===== src/rtl/mrma_sync_port.sv =====
// mrma_sync_port: clocked client/resource four-phase controller for the async multi-resource match arbiter
module mrma_sync_port #(
    parameter int N    = 2,
    parameter int M    = 2,
    parameter int IW   = (M > 1) ? $clog2(M) : 1,
    parameter int SYNC = 2
) (
    input  logic              clk,
    input  logic              rst,
    input  logic [N-1:0]      req_valid,
    input  logic [N-1:0]      rel,
    output logic [N-1:0]      gnt_valid,
    output logic [N*IW-1:0]   gnt_idx,
    input  logic [M-1:0]      res_avail,
    output logic [M-1:0]      res_busy,
    output logic              err,
    output logic [N-1:0]      c,
    input  logic [N-1:0]      ca,
    output logic [M-1:0]      r,
    input  logic [M-1:0]      ra,
    input  logic [M*N-1:0]    cfg
);
    localparam int SW = N + M + M * N;
    typedef enum logic [1:0] {C_IDLE, C_REQ, C_GNT, C_REL} c_state_t;
    typedef enum logic [1:0] {R_IDLE, R_OFF, R_BUSY} r_state_t;
    logic [SYNC-1:0][SW-1:0] sync_q, sync_d;
    logic [N-1:0]   ca_s;
    logic [M-1:0]   ra_s;
    logic [M*N-1:0] cfg_s;
    logic [N-1:0]   bad;
    logic           err_q, err_d;
    assign sync_d = {sync_q[SYNC-2:0], cfg, ra, ca};
    assign {cfg_s, ra_s, ca_s} = sync_q[SYNC-1];
    assign err_d = err_q | (|bad);
    assign err = err_q;
    always_ff @(posedge clk) begin
        if (rst) begin
            sync_q <= '0;
            err_q  <= 1'b0;
        end else begin
            sync_q <= sync_d;
            err_q  <= err_d;
        end
    end
    for (genvar j = 0; j < N; j++) begin : g_cl
        c_state_t      st_q, st_d;
        logic          c_q, c_d, gv_q, gv_d;
        logic [IW-1:0] idx_q, idx_d, low;
        logic [M-1:0]  col;
        always_comb begin
            col = '0;
            low = '0;
            for (int i = 0; i < M; i++) col[i] = cfg_s[i*N+j];
            for (int i = M - 1; i >= 0; i--) if (col[i]) low = IW'(i);
        end
        // a capture with a zero or multi-hot column still grants the lowest set row
        assign bad[j] = (st_q == C_REQ) && ca_s[j] && !$onehot(col);
        always_comb begin
            st_d  = st_q;
            c_d   = c_q;
            gv_d  = gv_q;
            idx_d = idx_q;
            case (st_q)
                C_IDLE: if (req_valid[j] && !ca_s[j]) begin
                    st_d = C_REQ;
                    c_d  = 1'b1;
                end
                C_REQ: if (ca_s[j]) begin
                    st_d  = C_GNT;
                    gv_d  = 1'b1;
                    idx_d = low;
                end
                C_GNT: if (rel[j]) begin
                    st_d = C_REL;
                    c_d  = 1'b0;
                    gv_d = 1'b0;
                end
                default: st_d = ca_s[j] ? C_REL : C_IDLE;
            endcase
        end
        always_ff @(posedge clk) begin
            if (rst) begin
                st_q  <= C_IDLE;
                c_q   <= 1'b0;
                gv_q  <= 1'b0;
                idx_q <= '0;
            end else begin
                st_q  <= st_d;
                c_q   <= c_d;
                gv_q  <= gv_d;
                idx_q <= idx_d;
            end
        end
        assign c[j] = c_q;
        assign gnt_valid[j] = gv_q;
        assign gnt_idx[j*IW +: IW] = idx_q;
    end
    for (genvar i = 0; i < M; i++) begin : g_rs
        r_state_t st_q, st_d;
        logic     r_q, r_d, busy_q, busy_d;
        always_comb begin
            st_d   = st_q;
            r_d    = r_q;
            busy_d = busy_q;
            case (st_q)
                R_IDLE: if (res_avail[i] && !ra_s[i]) begin
                    st_d = R_OFF;
                    r_d  = 1'b1;
                end
                R_OFF: if (ra_s[i]) begin
                    st_d   = R_BUSY;
                    r_d    = 1'b0;
                    busy_d = 1'b1;
                end
                default: if (!ra_s[i]) begin
                    st_d   = R_IDLE;
                    busy_d = 1'b0;
                end
            endcase
        end
        always_ff @(posedge clk) begin
            if (rst) begin
                st_q   <= R_IDLE;
                r_q    <= 1'b0;
                busy_q <= 1'b0;
            end else begin
                st_q   <= st_d;
                r_q    <= r_d;
                busy_q <= busy_d;
            end
        end
        assign r[i] = r_q;
        assign res_busy[i] = busy_q;
    end
endmodule


===== config.mk =====
export PLATFORM = sky130hd
export DESIGN_NAME = mrma_sync_port
export DESIGN_NICKNAME = d
export VERILOG_FILES = /design/src/rtl/mrma_sync_port.sv
export SDC_FILE = /design/constraint.sdc
export NUM_CORES = 1
export LEC_CHECK = 0
export CAP_MARGIN = 15
export CELL_PAD_IN_SITES_DETAIL_PLACEMENT = 0
export CELL_PAD_IN_SITES_GLOBAL_PLACEMENT = 2
export CORE_UTILIZATION = 29
export DETAILED_ROUTE_END_ITERATION = 10
export PLACE_DENSITY = 0.8
export SETUP_SLACK_MARGIN = 0.4
export SYNTH_ARGS = -nofsm -noshare
export SYNTH_HDL_FRONTEND = slang
export SYNTH_SLANG_ARGS = --single-unit

===== constraint.sdc =====
create_clock -name clk -period 1.3 [get_ports clk]
set_input_delay 0.13 -clock clk [delete_from_list [all_inputs] [get_ports clk]]
set_output_delay 0.13 -clock clk [all_outputs]
set_load 0.1 [all_outputs]

## Yosys cells after proc, flatten, opt, wreduce, memory -nomap -nowiden

Index checks and enable logic that the tools add are counted.

| word-level totals | value |
|---|---|
| register bits after elaboration | 35 |
| bits in writable memories | 0 |
| latch bits | 0 |
| memories kept | 0 |
| memory bits (read-only) | 0 |

| operators by class | value |
|---|---|
| reductions and logical operators | 39 |
| multipliers | 0 |
| $lt $le $gt $ge | 0 |
| shift operators | 0 |
| muxes and demuxes | 44 |
| divide/modulo/power cells | 0 |
| bitwise gates (word level) | 3 |
| add/sub/neg operators | 2 |
| equal/unequal tests | 22 |

Operator list:

| cell | count |
|---|---|
| 3-bit AND reduction | 12 |
| 2-bit two-way mux | 14 |
| 2-bit inequality test, second input constant | 10 |
| 1-bit two-way mux | 18 |
| 1-bit case mux with 2 select lines | 8 |
| 2-bit by 1-bit equality test with 1-bit output, second input constant | 6 |
| 2-bit case mux with 3 select lines | 2 |
| 2-bit nonzero test | 6 |
| 1-bit logical AND | 8 |
| 2-bit zero test | 4 |
| 2-bit case mux with 2 select lines | 2 |
| 1-bit zero test | 6 |
| 3-bit by 1-bit inequality test with 1-bit output, second input constant | 2 |
| 1-bit by 1-bit adder with 2-bit output | 2 |
| 2-bit equality test, second input constant | 2 |
| 2-bit by 1-bit inequality test with 1-bit output, second input constant | 2 |
| 2-bit AND reduction | 2 |
| 1-bit inverter | 2 |
| 2-bit OR reduction | 1 |
| 1-bit bitwise OR | 1 |

## Depth between registers and ports, before layout

| logic depth | value |
|---|---|
| depth in word-level cells | 6 |
| depth in mapped cells | 5 |

## Least setup slack after synthesis

OpenSTA, ideal clock, no wires.

| timing path | value |
|---|---|
| kind | register -> register |
| start point | reg g_cl[1].st_q[0] |
| end point | reg g_cl[1].st_q[0] |
| path buffers | 0 |
| stages on the path, launching flop included | 6 |
| data arrival time | 1.193 ns |
| setup time | 0.121 ns |
| path slack | -0.014 ns |
| required time | 1.179 ns |
| path through | dfxtp_1 > inv_1 > ha_1 > inv_1 > o221ai_2 > mux2_4 |

| between the ends | value |
|---|---|
| longest elaborated chain between the ends | 3 |
| elaborated cells between the ends (all ways) | 8 |
| classes of those cells | 5 x eq/ne; 1 x mux; 2 x reduce/logical |

Ends and longest elaborated chain:

| element | RTL line | RTL |
|---|---|---|
| start, declared | 46 | `c_state_t st_q, st_d;` |
| start signal, assigned | 88 | `st_q <= st_d;` |
| 2-bit by 1-bit equality test with 1-bit output, or another cell as far along | 63 | `case (st_q)` |
| 2-bit inequality test (no source line) | -- |  |
| 3-bit AND reduction (no source line) | -- |  |

Parallel ways exist; a longest one is shown, timed or not.
A chain may end at the register's enable or synchronous reset.

## Worst setup path after layout

| timing path | value |
|---|---|
| start point | reg g_cl[0].st_q[0] |
| end point | reg g_cl[0].st_q[1] |

| between the ends | value |
|---|---|
| longest elaborated chain between the ends | 3 |
| elaborated cells between the ends (all ways) | 8 |
| classes of those cells | 5 x eq/ne; 1 x mux; 2 x reduce/logical |

Ends and longest elaborated chain:

| element | RTL line |
|---|---|
| start, declared | 46 |
| start signal, assigned | 88 |
| 2-bit by 1-bit equality test with 1-bit output, or another cell as far along | 63 |
| 2-bit inequality test (no source line) | -- |
| 3-bit AND reduction (no source line) | -- |

Parallel ways exist; a longest one is shown, timed or not.

==> flow_summary.json <==
{
  "synth-main-ff-cell": "dfxtp_1",
  "route.antenna.remaining_nets": 0,
  "critical_path.reg2reg.startpoint": "g_cl[0].st_q[0]",
  "status": "finished with violations",
  "clockBufferDepth": 2,
  "numCtsBuffers": 5,
  "htreeDepth": 2,
  "power_leakage_nw": 1.04,
  "yosys-top-cells-area": "dfxtp_1 45%, ha_1 8.0%, nor2b_1 6.4%",
  "fillers": 464,
  "grt_max_degree": 26,
  "synthXorXnorAreaFrac": 0,
  "worstPathCellList": "inv_6, ha_4, inv_4, o221ai_4, mux2_4",
  "synth_seq_cells": 35,
  "vias_per_cell": 4.35,
  "antenna_found_initial": 0,
  "die_h_um": 75.3,
  "synth_top_area_frac": 0.450,
  "die_area_um2": 5660,
  "worstMarginPinSlew_ns": 0.270,
  "final_min_period_over_clock_period": 1.00,
  "synth_cell_types": 34,
  "synth.most_common_cell": "dfxtp_1",
  "drc": 0,
  "dp.final_hpwl_um": 2160,
  "yosysSeqAreaShare": 0.450,
  "ctsHoldBuffers": 0,
  "clk_latency_ns": 0.29,
  "worstSetupPathType": "reg -> reg",
  "wl_per_cell_um": 12.0,
  "drt-initial-drc-count": 18,
  "startpoint": "g_cl[0].st_q[0]",
  "gp_congestion": 0.766,
  "syn_area_um2": 1560,
  "irDropWorstVdd_v": 0.000664,
  "slew_violations": 0,
  "io_buffers": 26,
  "grt_pass1_wl_um": 5290,
  "async_flop_share": 0,
  "critPathBufInv": 2,
  "syn_to_final_growth_pct": 68.6,
  "synth_fa_ha_area_frac": 0.0804,
  "cts_tree": "built",
  "min_from": "rst",
  "hold_viol": 0,
  "crit_family": "flip-flops",
  "crit_slowest_cell": "dfxtp_4",
  "required_ns": 1.47,
  "skew_ns": 0.00567,
  "vias": 1222,
  "p_per_area_nw_per_um2": 1650,
  "rsz0062_at_grt": "yes",
  "setup-violations-final": 1,
  "die_x_um": 75.3,
  "p_total_mw": 4.33,
  "io_pins": 27,
  "cts-root-buf": "clkbuf_8",
  "worst-path-max-fanout": 3,
  "synth_common_cells": "35 x dfxtp_1, 16 x nor2b_1, 14 x a21oi_1, 13 x inv_1, 13 x nor2_1",
  "grt_pass1_vias": 1190,
  "core_um2": 5140,
  "worstSetupStartpointType": "register",
  "path_clk_slew_ns": 0.06,
  "holdCritPathClass": "in -> reg",
  "drtPass1Iterations": 4,
  "worstPathArrival_ns": 1.47,
  "antennaDiodeCount": 0,
  "fin_nets": 237,
  "synth_nets": 189,
  "synth_compound_area_frac": 0.120,
  "worst_slack_ns": -0.000984,
  "synth_largest_area_cell": "dfxtp_1",
  "utilization": 0.511,
  "grtUsageTotal": 0.131,
  "synthMuxAreaShare": 0.0466,
  "post_synth_and_or_nand_nor_area_fraction": 0.213,
  "reg2reg_slack_ns": -0.001,
  "max_stage_delay_ns": 0.36,
  "fmax_mhz": 769,
  "initial_core_util": 0.303,
  "multi_input_area_um2": 987,
  "seq_area_um2": 754,
  "max-cap-violations": 0,
  "synth_cells": 163,
  "critPathCaptureType": "register",
  "drive_gt1_frac": 0.569,
  "slew_headroom": 0.820,
  "violations": "negative setup slack",
  "synth_top_family_by_area": "simple AND/OR/NAND/NOR gates",
  "wirelength_um": 3380,
  "avgSynthCellArea_um2": 9.55,
  "num_rows": 26,
  "yosys_warnings": 0,
  "overflow": 0,
  "fin_crit_ns": 1.30,
  "synth_edf_count": 0,
  "cts.sinks": 35
}
## cell type report
cell class | instances | area share
repair buffers | 55 | 0.244
multi-input cells | 101 | 0.376
clock buffers | 6 | 0.0315
inverters | 13 | 0.0262
clock inverters | 1 | 0.00191
flip-flops and latches | 35 | 0.287
well taps | 70 | 0.0334
## tightest hold or removal path, cell delays in order
cell and delay, ns:
dlymetal6s2s_1 0.23, buf_12 0.18, o31ai_1 0.07
## cells in the final DEF, fill, tap and decap left out, drive strengths merged, types with 2 or more instances in the layout
cell type and count:
buf 39, dfxtp 35, nor2b 18, clkdlybuf4s50 14
a21oi 14, nor2 13, inv 13, ha 10
clkbuf 7, nand2b 5, nand3 5, mux2 4
nand2 4, nor3 4, nor3b 4, o221ai 2
o21bai 2, o211ai 2, mux2i 2, o21ba 2
and2b 2
## final timing paths
| check | depth (start not counted) | end |
|---|---|---|
| min | 3 | g_rs[0].r_q |
| max | 5 | g_cl[0].st_q[1] |
| min reg2reg | 1 | ra_s[1] |
| max reg2reg | 5 | g_cl[0].st_q[1] |
## cell families (layout without fill, tap and decap cells)
| logic type | Yosys count | after routing |
|---|---|---|
| buf+inv | 27 | 75 |
| mux | 6 | 6 |
| fa+ha+maj | 10 | 10 |
| flops | 35 | 35 |
| simple gates | 58 | 58 |
| compound gates | 27 | 27 |
## metal layers
layer,GRT usage,wire length [um]
met1,0.138,1500
met2,0.228,1680
met4,0.0864,80
met5,0,0
met3,0.0361,128
## flip-flops by register name (all words and copies together) (netlist names), 4 cells and up
register and cells:
sync_d 8, g_rs.st_q 4, cfg_s 4, g_cl.st_q 4
## where the power goes
part	switching, mW	internal [mW]
logic	1.04	1.10
clock network	0.364	0.415
registers	0.160	1.24
## stage by stage
step | area [um2] | worst slack, ns | hold slack (ns) | instances | TNS [ns]
2_1_floorplan | 1660 | 0.0811 | 0.258 | 163 | 0
3_3_place_gp | 2090 | -0.0454 | 0.422 | 251 | -0.138
3_5_place_dp | 2090 | -0.0683 | 0.420 | 251 | -0.251
4_1_cts | 2400 | 0.000730 | 0.386 | 272 | 0
5_1_grt | 2630 | -0.0487 | 0.384 | 281 | -0.0899
6_report | 2630 | -0.000984 | 0.370 | 281 | -0.000984
## what timing repair did
item,CTS,global route
setup endpoints to repair,24,27
gates resized for setup,34,37
gates cloned,0,1
setup buffers,14,8
pin swaps,9,16
No activity file was read; power rests on OpenSTA's default activity.
